### src/rtl/wave_sel_sequencer.sv
// DDS waveform select controller: holds the waveform select code and applies
// changes only on phase-accumulator wraps, in manual (handshake) or auto-cycle mode.
module wave_sel_sequencer #(
   parameter int NUM_WAVES = 5,
   parameter int SEL_W     = 3,
   parameter int CNT_W     = 8
) (
   input  logic             clk,
   input  logic             rst,
   input  logic             phase_wrap,
   input  logic             req_valid,
   input  logic [SEL_W-1:0] req_sel,
   output logic             req_ready,
   input  logic             auto_en,
   input  logic [CNT_W-1:0] dwell,
   output logic [SEL_W-1:0] sel,
   output logic             pending,
   output logic             switch_pulse
);

   typedef enum logic [1:0] {
      S_HOLD,
      S_PEND,
      S_AUTO
   } state_e;

   localparam logic [SEL_W-1:0] LAST_SEL = SEL_W'(NUM_WAVES - 1);

   state_e           state_q, state_d;
   logic [SEL_W-1:0] sel_q, sel_d;
   logic [SEL_W-1:0] psel_q, psel_d;
   logic [CNT_W-1:0] cnt_q, cnt_d;
   logic             pending_q, pending_d;
   logic             pulse_q, pulse_d;

   logic             accept;
   logic [CNT_W-1:0] dwell_last;
   logic [CNT_W-1:0] cnt_inc;
   logic [SEL_W-1:0] next_sel;

   always_ff @(posedge clk or posedge rst) begin
      if (rst) begin
         state_q   <= S_HOLD;
         sel_q     <= '0;
         psel_q    <= '0;
         cnt_q     <= '0;
         pending_q <= 1'b0;
         pulse_q   <= 1'b0;
      end else begin
         state_q   <= state_d;
         sel_q     <= sel_d;
         psel_q    <= psel_d;
         cnt_q     <= cnt_d;
         pending_q <= pending_d;
         pulse_q   <= pulse_d;
      end
   end

   // A dwell of 0 behaves as 1, so the advance threshold bottoms out at 0.
   assign dwell_last = (dwell == '0) ? '0 : dwell - CNT_W'(1);
   assign cnt_inc    = (&cnt_q) ? cnt_q : cnt_q + CNT_W'(1);
   assign next_sel   = (sel_q >= LAST_SEL) ? '0 : sel_q + SEL_W'(1);
   assign accept     = req_valid && req_ready;

   always_comb begin
      state_d   = state_q;
      sel_d     = sel_q;
      psel_d    = psel_q;
      cnt_d     = cnt_q;
      pending_d = pending_q;
      pulse_d   = 1'b0;
      case (state_q)
         S_HOLD: begin
            if (auto_en) begin
               state_d = S_AUTO;
               cnt_d   = '0;
            end else if (accept) begin
               state_d   = S_PEND;
               pending_d = 1'b1;
               psel_d    = (req_sel <= LAST_SEL) ? req_sel : '0;
            end
         end
         S_PEND: begin
            if (phase_wrap) begin
               state_d   = S_HOLD;
               pending_d = 1'b0;
               sel_d     = psel_q;
               pulse_d   = (psel_q != sel_q);
            end
         end
         S_AUTO: begin
            // Leaving auto mode takes priority over a coincident wrap.
            if (!auto_en) begin
               state_d = S_HOLD;
               cnt_d   = '0;
            end else if (phase_wrap) begin
               if (cnt_q >= dwell_last) begin
                  sel_d   = next_sel;
                  cnt_d   = '0;
                  pulse_d = 1'b1;
               end else begin
                  cnt_d = cnt_inc;
               end
            end
         end
         default: begin
            state_d = S_HOLD;
         end
      endcase
   end

   always_comb begin
      req_ready    = (state_q == S_HOLD) && !auto_en;
      sel          = sel_q;
      pending      = pending_q;
      switch_pulse = pulse_q;
   end

   a_sel_valid : assert property (@(posedge clk) disable iff (rst) sel_q <= LAST_SEL);
   a_pend_state : assert property (@(posedge clk) disable iff (rst)
      pending_q == (state_q == S_PEND));

endmodule

### config.mk
export PLATFORM = sky130hd
export DESIGN_NAME = wave_sel_sequencer
export DESIGN_NICKNAME = d
export VERILOG_FILES = /design/src/rtl/wave_sel_sequencer.sv
export SDC_FILE = /design/constraint.sdc
export NUM_CORES = 1
export LEC_CHECK = 0
export CELL_PAD_IN_SITES_DETAIL_PLACEMENT = 1
export CELL_PAD_IN_SITES_GLOBAL_PLACEMENT = 1
export CORE_ASPECT_RATIO = 0.6
export CORE_MARGIN = 2
export CORE_UTILIZATION = 35
export CTS_BUF_LIST = sky130_fd_sc_hd__clkbuf_8 sky130_fd_sc_hd__clkbuf_16
export CTS_CLUSTER_SIZE = 14
export DETAILED_ROUTE_END_ITERATION = 16
export PLACE_DENSITY_LB_ADDON = 0.1
export SKIP_LAST_GASP = 1
export SLEW_MARGIN = 20
export SYNTH_ARGS = -nofsm -noshare
export SYNTH_HDL_FRONTEND = slang
export SYNTH_SLANG_ARGS = --single-unit
### constraint.sdc
create_clock -name clk -period 2 [get_ports clk]
set_clock_uncertainty 0.2 [all_clocks]
set_input_delay 0.4 -clock clk [delete_from_list [all_inputs] [get_ports clk]]
set_output_delay 0.4 -clock clk [all_outputs]
set_load 0.05 [all_outputs]
; ---- Word level (Yosys, flattened, before mapping)
; Cells that the tools add are included.
[op_classes]
order_cmp = 3
eq_ne = 14
n_reduce_logical = 14
bitwise = 1
n_addsub = 3
mux = 28
[op_table]
columns = cell, count
row1 = $mux 8, 6
row2 = $mux 3, 6
row3 = $ne 2x2->1 const B, 8
row4 = $pmux 8 s2, 1
row5 = $add 8x1->8 const B, 1
row6 = $ge 8x8->1, 1
row7 = $logic_not 8->1, 1
row8 = $mux 2, 4
row9 = $reduce_and 4->1, 2
row10 = $reduce_and 8->1, 1
row11 = $sub 8x1->8 const B, 1
row12 = $mux 1, 7
row13 = $ne 3x3->1 const B, 2
row14 = $pmux 2 s3, 1
row15 = $pmux 3 s2, 1
row16 = $reduce_and 3->1, 2
row17 = $reduce_bool 2->1, 3
row18 = $reduce_and 5->1, 1
row19 = $ne 4x4->1 const B, 1
row20 = $pmux 1 s2, 2
row21 = $add 3x1->3 const B, 1
row22 = $ge 3x3->1 const B, 1
row23 = $le 3x3->1 const B, 1
row24 = $ne 3x3->1, 1
row25 = other kinds (6), 7
[word_totals]
word_cells = 69
regBits = 18

; ---- Longest topological paths before layout
; Gate-level depths: netlist of the first run.
[depth]
depth_word = 7
ltp_mapped = 12

; ---- Worst setup path after synthesis of the first run
; OpenSTA, ideal clock, no wires.
[synth_path]
path_kind = input -> register
from = in dwell[0]
to = reg sel_q[0], in the netlist sel[0]
arrival_time_ns = 2.820
path_slack_ns = -1.145
setup_ns = 0.125
stages = 12
required_time_ns = 1.675
cell_sequence = inv_1 ha_1 nor2b_1 nand3b_1 or3_1 and2_1 ha_1 and3_1 o21ai_2 a311oi_4 a22oi_2 mux2_4
[synth_via]
elab_chain_cells = 5
word_cells_on_any_way = 6
cone_classes = add/sub (1) / order compare (1) / eq/ne (1) / mux (1) / reduce/logical (2)
[synth_lines]
columns = item, line
row1 = start: declaration, 15  ; input logic [CNT_W-1:0] dwell,
row2 = $sub 8x1->8 / $logic_not 8->1 (equally long branches), 60  ; assign dwell_last = (dwell == '0) ? '0 : dwell - CNT_W'(1);
row3 = $mux 8 (*), 60
row4 = $ge 8x8->1 (*), 97  ; if (cnt_q >= dwell_last) begin
row5 = $ne 2x2->1 (no line) (*), n/a
row6 = $reduce_and 5->1 (no line) (*), n/a
row7 = end signal: assignment, 51  ; sel_q <= sel_d;
row8 = end: declaration, 30  ; logic [SEL_W-1:0] sel_q, sel_d;
; Mark *: on every way between the ends. The rest lies on a longest branch, timed or not.
; A chain may end at the register's enable or synchronous reset.

; ---- Final worst setup path of the first run
[layout_path]
from = in dwell[1]
to = reg cnt_q[2]
[layout_via]
elab_chain_cells = 7
word_cells_on_any_way = 10
cone_classes = add/sub (1) / order compare (1) / eq/ne (1) / mux (5) / reduce/logical (2)
[layout_lines]
columns = item, line
row1 = $sub 8x1->8 / $logic_not 8->1 (equally long branches), 60
row2 = $mux 8 (*), 60
row3 = $ge 8x8->1 (*), 97
row4 = $mux 8, 97
row5 = $mux 8, 96  ; end else if (phase_wrap) begin
row6 = $mux 8, 93  ; if (!auto_en) begin
row7 = $pmux 8 s2, 72  ; case (state_q)
row8 = end signal: assignment, 53  ; cnt_q <= cnt_d;
row9 = end: declaration, 32  ; logic [CNT_W-1:0] cnt_q, cnt_d;
; Mark *: on every way between the ends. The rest lies on a longest branch, timed or not. The select of a mux whose other input is x is not followed.

==> results.md, run 1 <==
* PwrDens at 990 mW/mm^2
* Post-synth top area share at 31.2%
* Status: complete, but fails checks
* Cells after synthesis at 159
* Share of cells above drive strength 1 at 43.4%
* Seq pwr share at 23.5%
* Number of synthesized flops with an enable pin at 0
* Failing checks: negative setup slack
* Sw Pwr at 1.04 mW
* PortBufs at 21
* FP Rows at 18
* Sequential share of the synthesized area at 31.2%
* Max-Cap Viols at 0
* Area of the multi-input gates at 0.00112 sq mm
* CP dominant cell by count: ha_4
* Total gr overflow at 0
* Final setup fails at 12
* Placed wire-length estimate at 4150 microns
* Storage element area at 450 sq um
* Worst Setup Start Kind: input port
* DRC violations left at 0
* Critical path fanouts, max at 6
* Synth area leaders: dfrtp_1, ha_1, nand2_1
* Most used DFF post-synth: dfrtp_1
* CTS tree: done
* Die Wd at 86.9 microns
* FF+latch count, synth at 18
* Final cycle utilization of the critical path at 149%
* Worst-Margin Slew at 0.463 ns
* Switch share at 44.3%
* Clock Power Share at 13.8%
* Crit path DAT at 2.94 ns
* Root Buffer: clkbuf_8
* Pint at 1.31 mW
* Largest net degree at the start of global routing at 19
* CP Data Required Time at 1.96 ns
* Average cell area after synthesis at 9.07 sq um
* Syn Nets at 190
* Layout filler cell count at 461
* CTS buffer count at 3
* Die area at 0.00467 sq mm
* DR iter-0 viols at 65
* Area leader, netlist: dfrtp_1
* First-pass GRT wire length at 8480 microns
* Netlist Area Pre-Place at 0.00144 sq mm
* Ys Warns at 0
* Final worst slack at -0.976 ns
* Maximum clock insertion buffer count at 2
* DIE HEIGHT at 53.7 microns
* Distinct cells, synth at 41
* Crit Path Category: input port to flip-flop
* Synth-to-Final Area Change at 64.2%
* Skew-Pair Late Insertion Delay at 0.27 ns
* CP max stage delay at 0.40 ns
* Slew HR at 69.1%
* Io pins at 22
* Min Clock Period, post-route at 2.98 ns
* Routed WL at 5720 microns
* Via Count at 1,560
* Drt first pass iters at 4
* Nets@finish at 267
* ANT nets after route at 0
* Antenna diodes at 0
* Combinational power share at 62.7%
* Ys async rst share at 100%
* H-tree levels at 1
* Core footprint at 0.00403 sq mm
* Initial Utilization at 35.8%
* Final Max Slew Viols at 0
* Post-DR wirelength/cell at 20.1 microns
* Clock Sinks at 18
* Antenna violations before repair at 0
* Design Power at 2.34 mW
* Max VDD drop at 0.788 mV
* WP buf/inv at 3
* Global Route Usage Sum at 24.6%
* Clock transition at path regs at 0.08 ns
* Via count of the first global-routing pass at 1,629
* Crit path capture type: flip-flop
* Setup_tns at -10.97 ns
* Worst Hold Class: input port to asynchronous set/reset pin
* Max Freq at 336 MHz
* Top delay family on crit path: simple AND/OR/NAND/NOR gates
* Hold Vio Cnt, Final at 0
* RSZ-0062 raised after global routing: true
* RD Place Congestion at 0.849
* WHS at 0.270 ns
* CP Cell Sequence: buf_8 > inv_12 > ha_4 > nor2b_4 > nand3b_1 > or3_4 > and2_4 > ha_4 > and3_4 > o21ai_4 > a311oi_4 > nor3_2 > buf_4 > o221a_2
* Vias per cell at 5.47
* Slowest CP cell: a311oi_4
* Static leakage at 1.12 nW
worst register-to-register path, stage by stage, from the launching register on:
cell,delay (ns)
dfrtp_1,0.42
ha_1,0.32
nor2b_4,0.16
o211ai_2,0.11
a311oi_4,0.47
nor3_2,0.10
buf_4,0.19
o221a_2,0.27
metrics by stage:
step,cells,util [%],setup WS [ns],area [sq um]
global placement,277,53.2,-1.71,2140
CTS,284,56.5,-0.965,2280
global route,285,58.8,-1.05,2370
finish,285,58.8,-0.976,2370
floorplan,159,-,-0.968,1510
detailed placement,277,53.2,-1.86,2140
layout by cell type, fill, tap and decap left out, types with 3 or more instances in the layout:
master           count
a21oi_1              7
a21oi_2              5
a22o_1               5
a31oi_1              4
buf_4               55
clkbuf_8             4
clkdlybuf4s50_1      8
dfrtp_1             18
ha_1                10
ha_4                 5
inv_1               10
inv_2                3
nand2_1             17
nand2b_1             4
nor2_1               8
o21ai_0              5
o21ai_4              3
o31ai_1              3
xor2_1               5
path summary, 6_finish.rpt:
kind	slack [ns]	endpoint	cells after the start	from
worst max-delay path	-0.98	cnt_q[2]	14	dwell[1]
worst min-delay path	0.27	cnt_q[7]	3	rst
worst max register to register	-0.35	cnt_q[2]	7	cnt_q[1]
worst min register to register	0.38	pending	2	pending
max in group asynchronous	1.11	sel[1]	3	rst
min in group clk	0.37	state_q[1]	3	auto_en
sequential cells by signal, summed over array words and instances (netlist names):
register / count
cnt_q: 8
psel_q: 3
sel: 3
state_q: 2
pending: 1
switch_pulse: 1
Yosys cell counts (3+ instances only):
| library cell | n |
|---|---|
| dfrtp_1 | 18 |
| nand2_1 | 18 |
| ha_1 | 15 |
| inv_1 | 15 |
| a21oi_1 | 12 |
| nor2_1 | 9 |
| o21ai_0 | 7 |
| a22o_1 | 5 |
| nand2b_1 | 5 |
| xor2_1 | 5 |
| a31oi_1 | 4 |
| nor2b_1 | 4 |
| nor3_1 | 4 |
| o31ai_1 | 3 |
power by group through the flow:
stage | logic (mW) | registers (mW) | clock network (mW)
2_1_floorplan | 0.613 | 0.638 | 0
3_3_place_gp | 1.26 | 0.543 | 0
3_5_place_dp | 1.33 | 0.549 | 0
4_1_cts | 1.41 | 0.545 | 0.328
5_1_grt | 1.57 | 0.565 | 0.347
6_report | 1.47 | 0.551 | 0.324
cells by family (layout without fill, tap and decap cells):
group / count (synthesis) / in the layout / share of synthesized area [%]
buffers and inverters: 15 / 91 / 3.90
muxes: 4 / 4 / 3.47
and+or+nand+nor: 53 / 53 / 18.5
DFF: 18 / 18 / 31.2
AOI/OAI and AO/OA: 48 / 48 / 26.3
xor gates and xnor gates: 6 / 6 / 3.64
adders and majority gates: 15 / 15 / 13.0
routing by layer:
layer / wire [microns] / track usage, %
met4: 14 / 3.13
met5: 0 / 0
met3: 360 / 4.60
met2: 2710 / 40.8
met1: 2640 / 34.4
layout make-up:
cell class	instances	share of cell area (%)
Timing Repair Buffer	72	25.7
Sequential cell	18	19.0
Tap cell	50	2.64
Clock buffer	4	2.32
Multi-Input combinational cell	126	47.1
Inverter	15	3.22
repair_timing:
item / CTS / global route
buffers inserted: 4 / 1
endpoints found under the setup margin: 13 / 15
resized for setup: 32 / 19
pin swaps: 14 / 12
hold buffers: 0 / 0
Note: power is estimated with default switching activity, not from simulation.
==> inputs of run 2 (changes only) <==
- CTS_CLUSTER_SIZE: 14 -> 40
- PLACE_DENSITY_LB_ADDON: 0.1 -> 0.05
==> run 2 against run 1 <==
Against the previous run: the flow still finishes with violations (negative setup slack); setup slack worse by 0.041 ns; clock power shrank 2%; first-iteration DRC count grew 20%; hold slack better by 0.0032 ns; cell count grew 0.35%; maximum frequency fell by 1.4%; via count grew 2.1%; highest routed layer unchanged.
==> results.md, run 2 (synthesis gave the netlist of run 1 again) <==
* Worst Setup Start Kind: input port
* Area of placed instances at 0.00213 sq mm (-0.70%)
* Clock Sinks at 18 (unchanged)
* Antenna violations before repair at 0 (unchanged)
* Global Route Usage Sum at 24.1% (-0.45 points)
* Crit path DAT at 2.97 ns (+0.03 ns)
* Slew HR at 65.9% (-3.2 points)
* Die area at 0.00467 sq mm (unchanged)
* First-pass GRT wire length at 8290 microns (-2.3%)
* Skew-Pair Late Insertion Delay at 0.26 ns (about the same)
* Drt first pass iters at 4 (unchanged)
* Nets@finish at 268 (+0.37%)
* PwrDens at 1000 mW/mm^2 (+1.0%)
* Most frequent cells in the layout: buf_4, dfrtp_1, nand2_1, inv_1, ha_1
* Vias per cell at 5.57 (+1.8%)
* Status: complete, but fails checks
* Share of cells above drive strength 1 at 43.2% (-0.18 points)
* Max-Cap Viols at 0 (unchanged)
* Fin cells at 286 (+0.35%)
* Min Clock Period, post-route at 3.02 ns (+0.0415 ns)
* DR iter-0 viols at 78 (+20%)
* Synth-to-Final Area Change at 67.0%
* PortBufs at 21 (unchanged)
* Crit path launch: dwell[3]
* Failing checks: negative setup slack
* Final cycle utilization of the critical path at 151% (+2.1 points)
* Design Power at 2.41 mW (+2.7%)
* Largest net degree at the start of global routing at 19 (unchanged)
* Critical path fanouts, max at 6 (unchanged)
* Commonest non-fill, non-tap cell in the layout: buf_4
* Antenna diodes at 0 (unchanged)
* Hold Vio Cnt, Final at 0 (unchanged)
* Die Wd at 86.9 microns (unchanged)
* Crit Path Category: input port to flip-flop
* Worst Hold Class: input port to asynchronous set/reset pin
* Crit Reg-Reg Startpoint: state_q[0]
* Root Buffer: clkbuf_8
* Routed WL at 5950 microns (+4.0%)
* Max VDD drop at 0.743 mV (-5.6%)
* CP Data Required Time at 1.96 ns (about the same)
* Core footprint at 0.00403 sq mm (unchanged)
* Via count of the first global-routing pass at 1,564 (-4.0%)
* Crit path capture type: flip-flop
* H-tree levels at 1 (unchanged)
* Io pins at 22 (unchanged)
* Maximum clock insertion buffer count at 2 (unchanged)
* Total gr overflow at 0 (unchanged)
* Via Count at 1,593 (+2.1%)
* CTS tree: done
* DRC violations left at 0 (unchanged)
* DIE HEIGHT at 53.7 microns (unchanged)
* Final setup fails at 13 (+1)
* ANT nets after route at 0 (unchanged)
* Initial Utilization at 35.8% (unchanged)
* Clock transition at path regs at 0.08 ns (about the same)
* DP Cell Count at 275 (-0.72%)
* CTS buffer count at 3 (unchanged)
* WHS at 0.273 ns (+0.00317 ns)
* Placed wire-length estimate at 4020 microns (-3.0%)
* Static leakage at 1.14 nW (+1.3%)
* Largest Register: cnt_q
* Max reg flops at 8 (unchanged)
* Post-DR wirelength/cell at 20.8 microns (+3.6%)
* RD Place Congestion at 0.877 (+3.3%)
* Max Freq at 331 MHz (-1.4%)
* Post-route cell area at 0.00241 sq mm (+1.7%)
* Worst-Margin Slew at 0.511 ns (+0.0483 ns)
* Final Max Slew Viols at 0 (unchanged)
* Final worst slack at -1.02 ns (-0.0415 ns)
* RSZ-0062 raised after global routing: true
* FP Rows at 18 (unchanged)
-- run 2: repair_timing --
| item | in CTS | in global routing |
|---|---|---|
| resized for setup | 30 | 24 |
| pin swaps | 10 | 17 |
| buffers inserted | 4 | 5 |
| setup endpoints to repair | 13 | 15 |
| hold buffers | 0 | 0 |
-- run 2: layout make-up --
type | count | area, sq um
repair buffers | 73 | 624
clock buffers | 4 | 55.1
flip-flops and latches | 18 | 450
multi-input cells | 126 | 1140
fillers | 461 | 1620
well taps | 50 | 62.6
inverters | 15 | 76.3
-- run 2: report_power, final --
part	switching, mW	leakage (nW)	total [mW]	internal (mW)
Clock	0.141	0.0288	0.317	0.176
Combinational	0.823	0.870	1.54	0.713
Sequential	0.105	0.239	0.555	0.449
Total	1.07	1.14	2.41	1.34
-- run 2: path summary, 6_finish.rpt --
path | slack, ns | cells past startpoint | end
max reg2reg | -0.34 | 8 | cnt_q[4]
max in group asynchronous | 1.11 | 3 | cnt_q[0]
min reg2reg | 0.37 | 2 | psel_q[0]
max | -1.02 | 12 | cnt_q[0]
min | 0.27 | 3 | sel[2]
min in group clk | 0.37 | 2 | psel_q[0]
-- run 2: metrics by stage --
stage          utilization [%]  setup WS [ns]  TNS (ns)
4_1_cts                   56.2          -1.02    -11.39
6_report                  59.7          -1.02    -11.34
3_5_place_dp              52.8          -1.82    -20.61
2_1_floorplan                -         -0.968    -10.18
5_1_grt                   59.7          -1.11    -12.58
3_3_place_gp              52.8          -1.72    -18.99
-- run 2: critical path: stages --
cell and delay (ns):
dlygate4sd2_1 0.25, nor2_2 0.14, nand3b_1 0.12, or3_4 0.43, and2_4 0.17, ha_4 0.25, and3_4 0.19, o21ai_4 0.06
a311oi_4 0.40, buf_4 0.20, o41ai_4 0.10, a32o_2 0.26
-- run 2: metal layers --
metal	global-route usage, %	up-vias	part of all wire (%)
met5	0	-	0
met4	4.17	0	0.32
met3	4.29	4	4.5
met2	38.7	26	47
met1	34.6	828	48
li1	-	735	-
==> inputs of run 3 (changes only) <==
- SLEW_MARGIN: 20 -> unset
==> results of run 3 <==
Same layout as run 2: the final DEF is identical, and so are final timing and power.
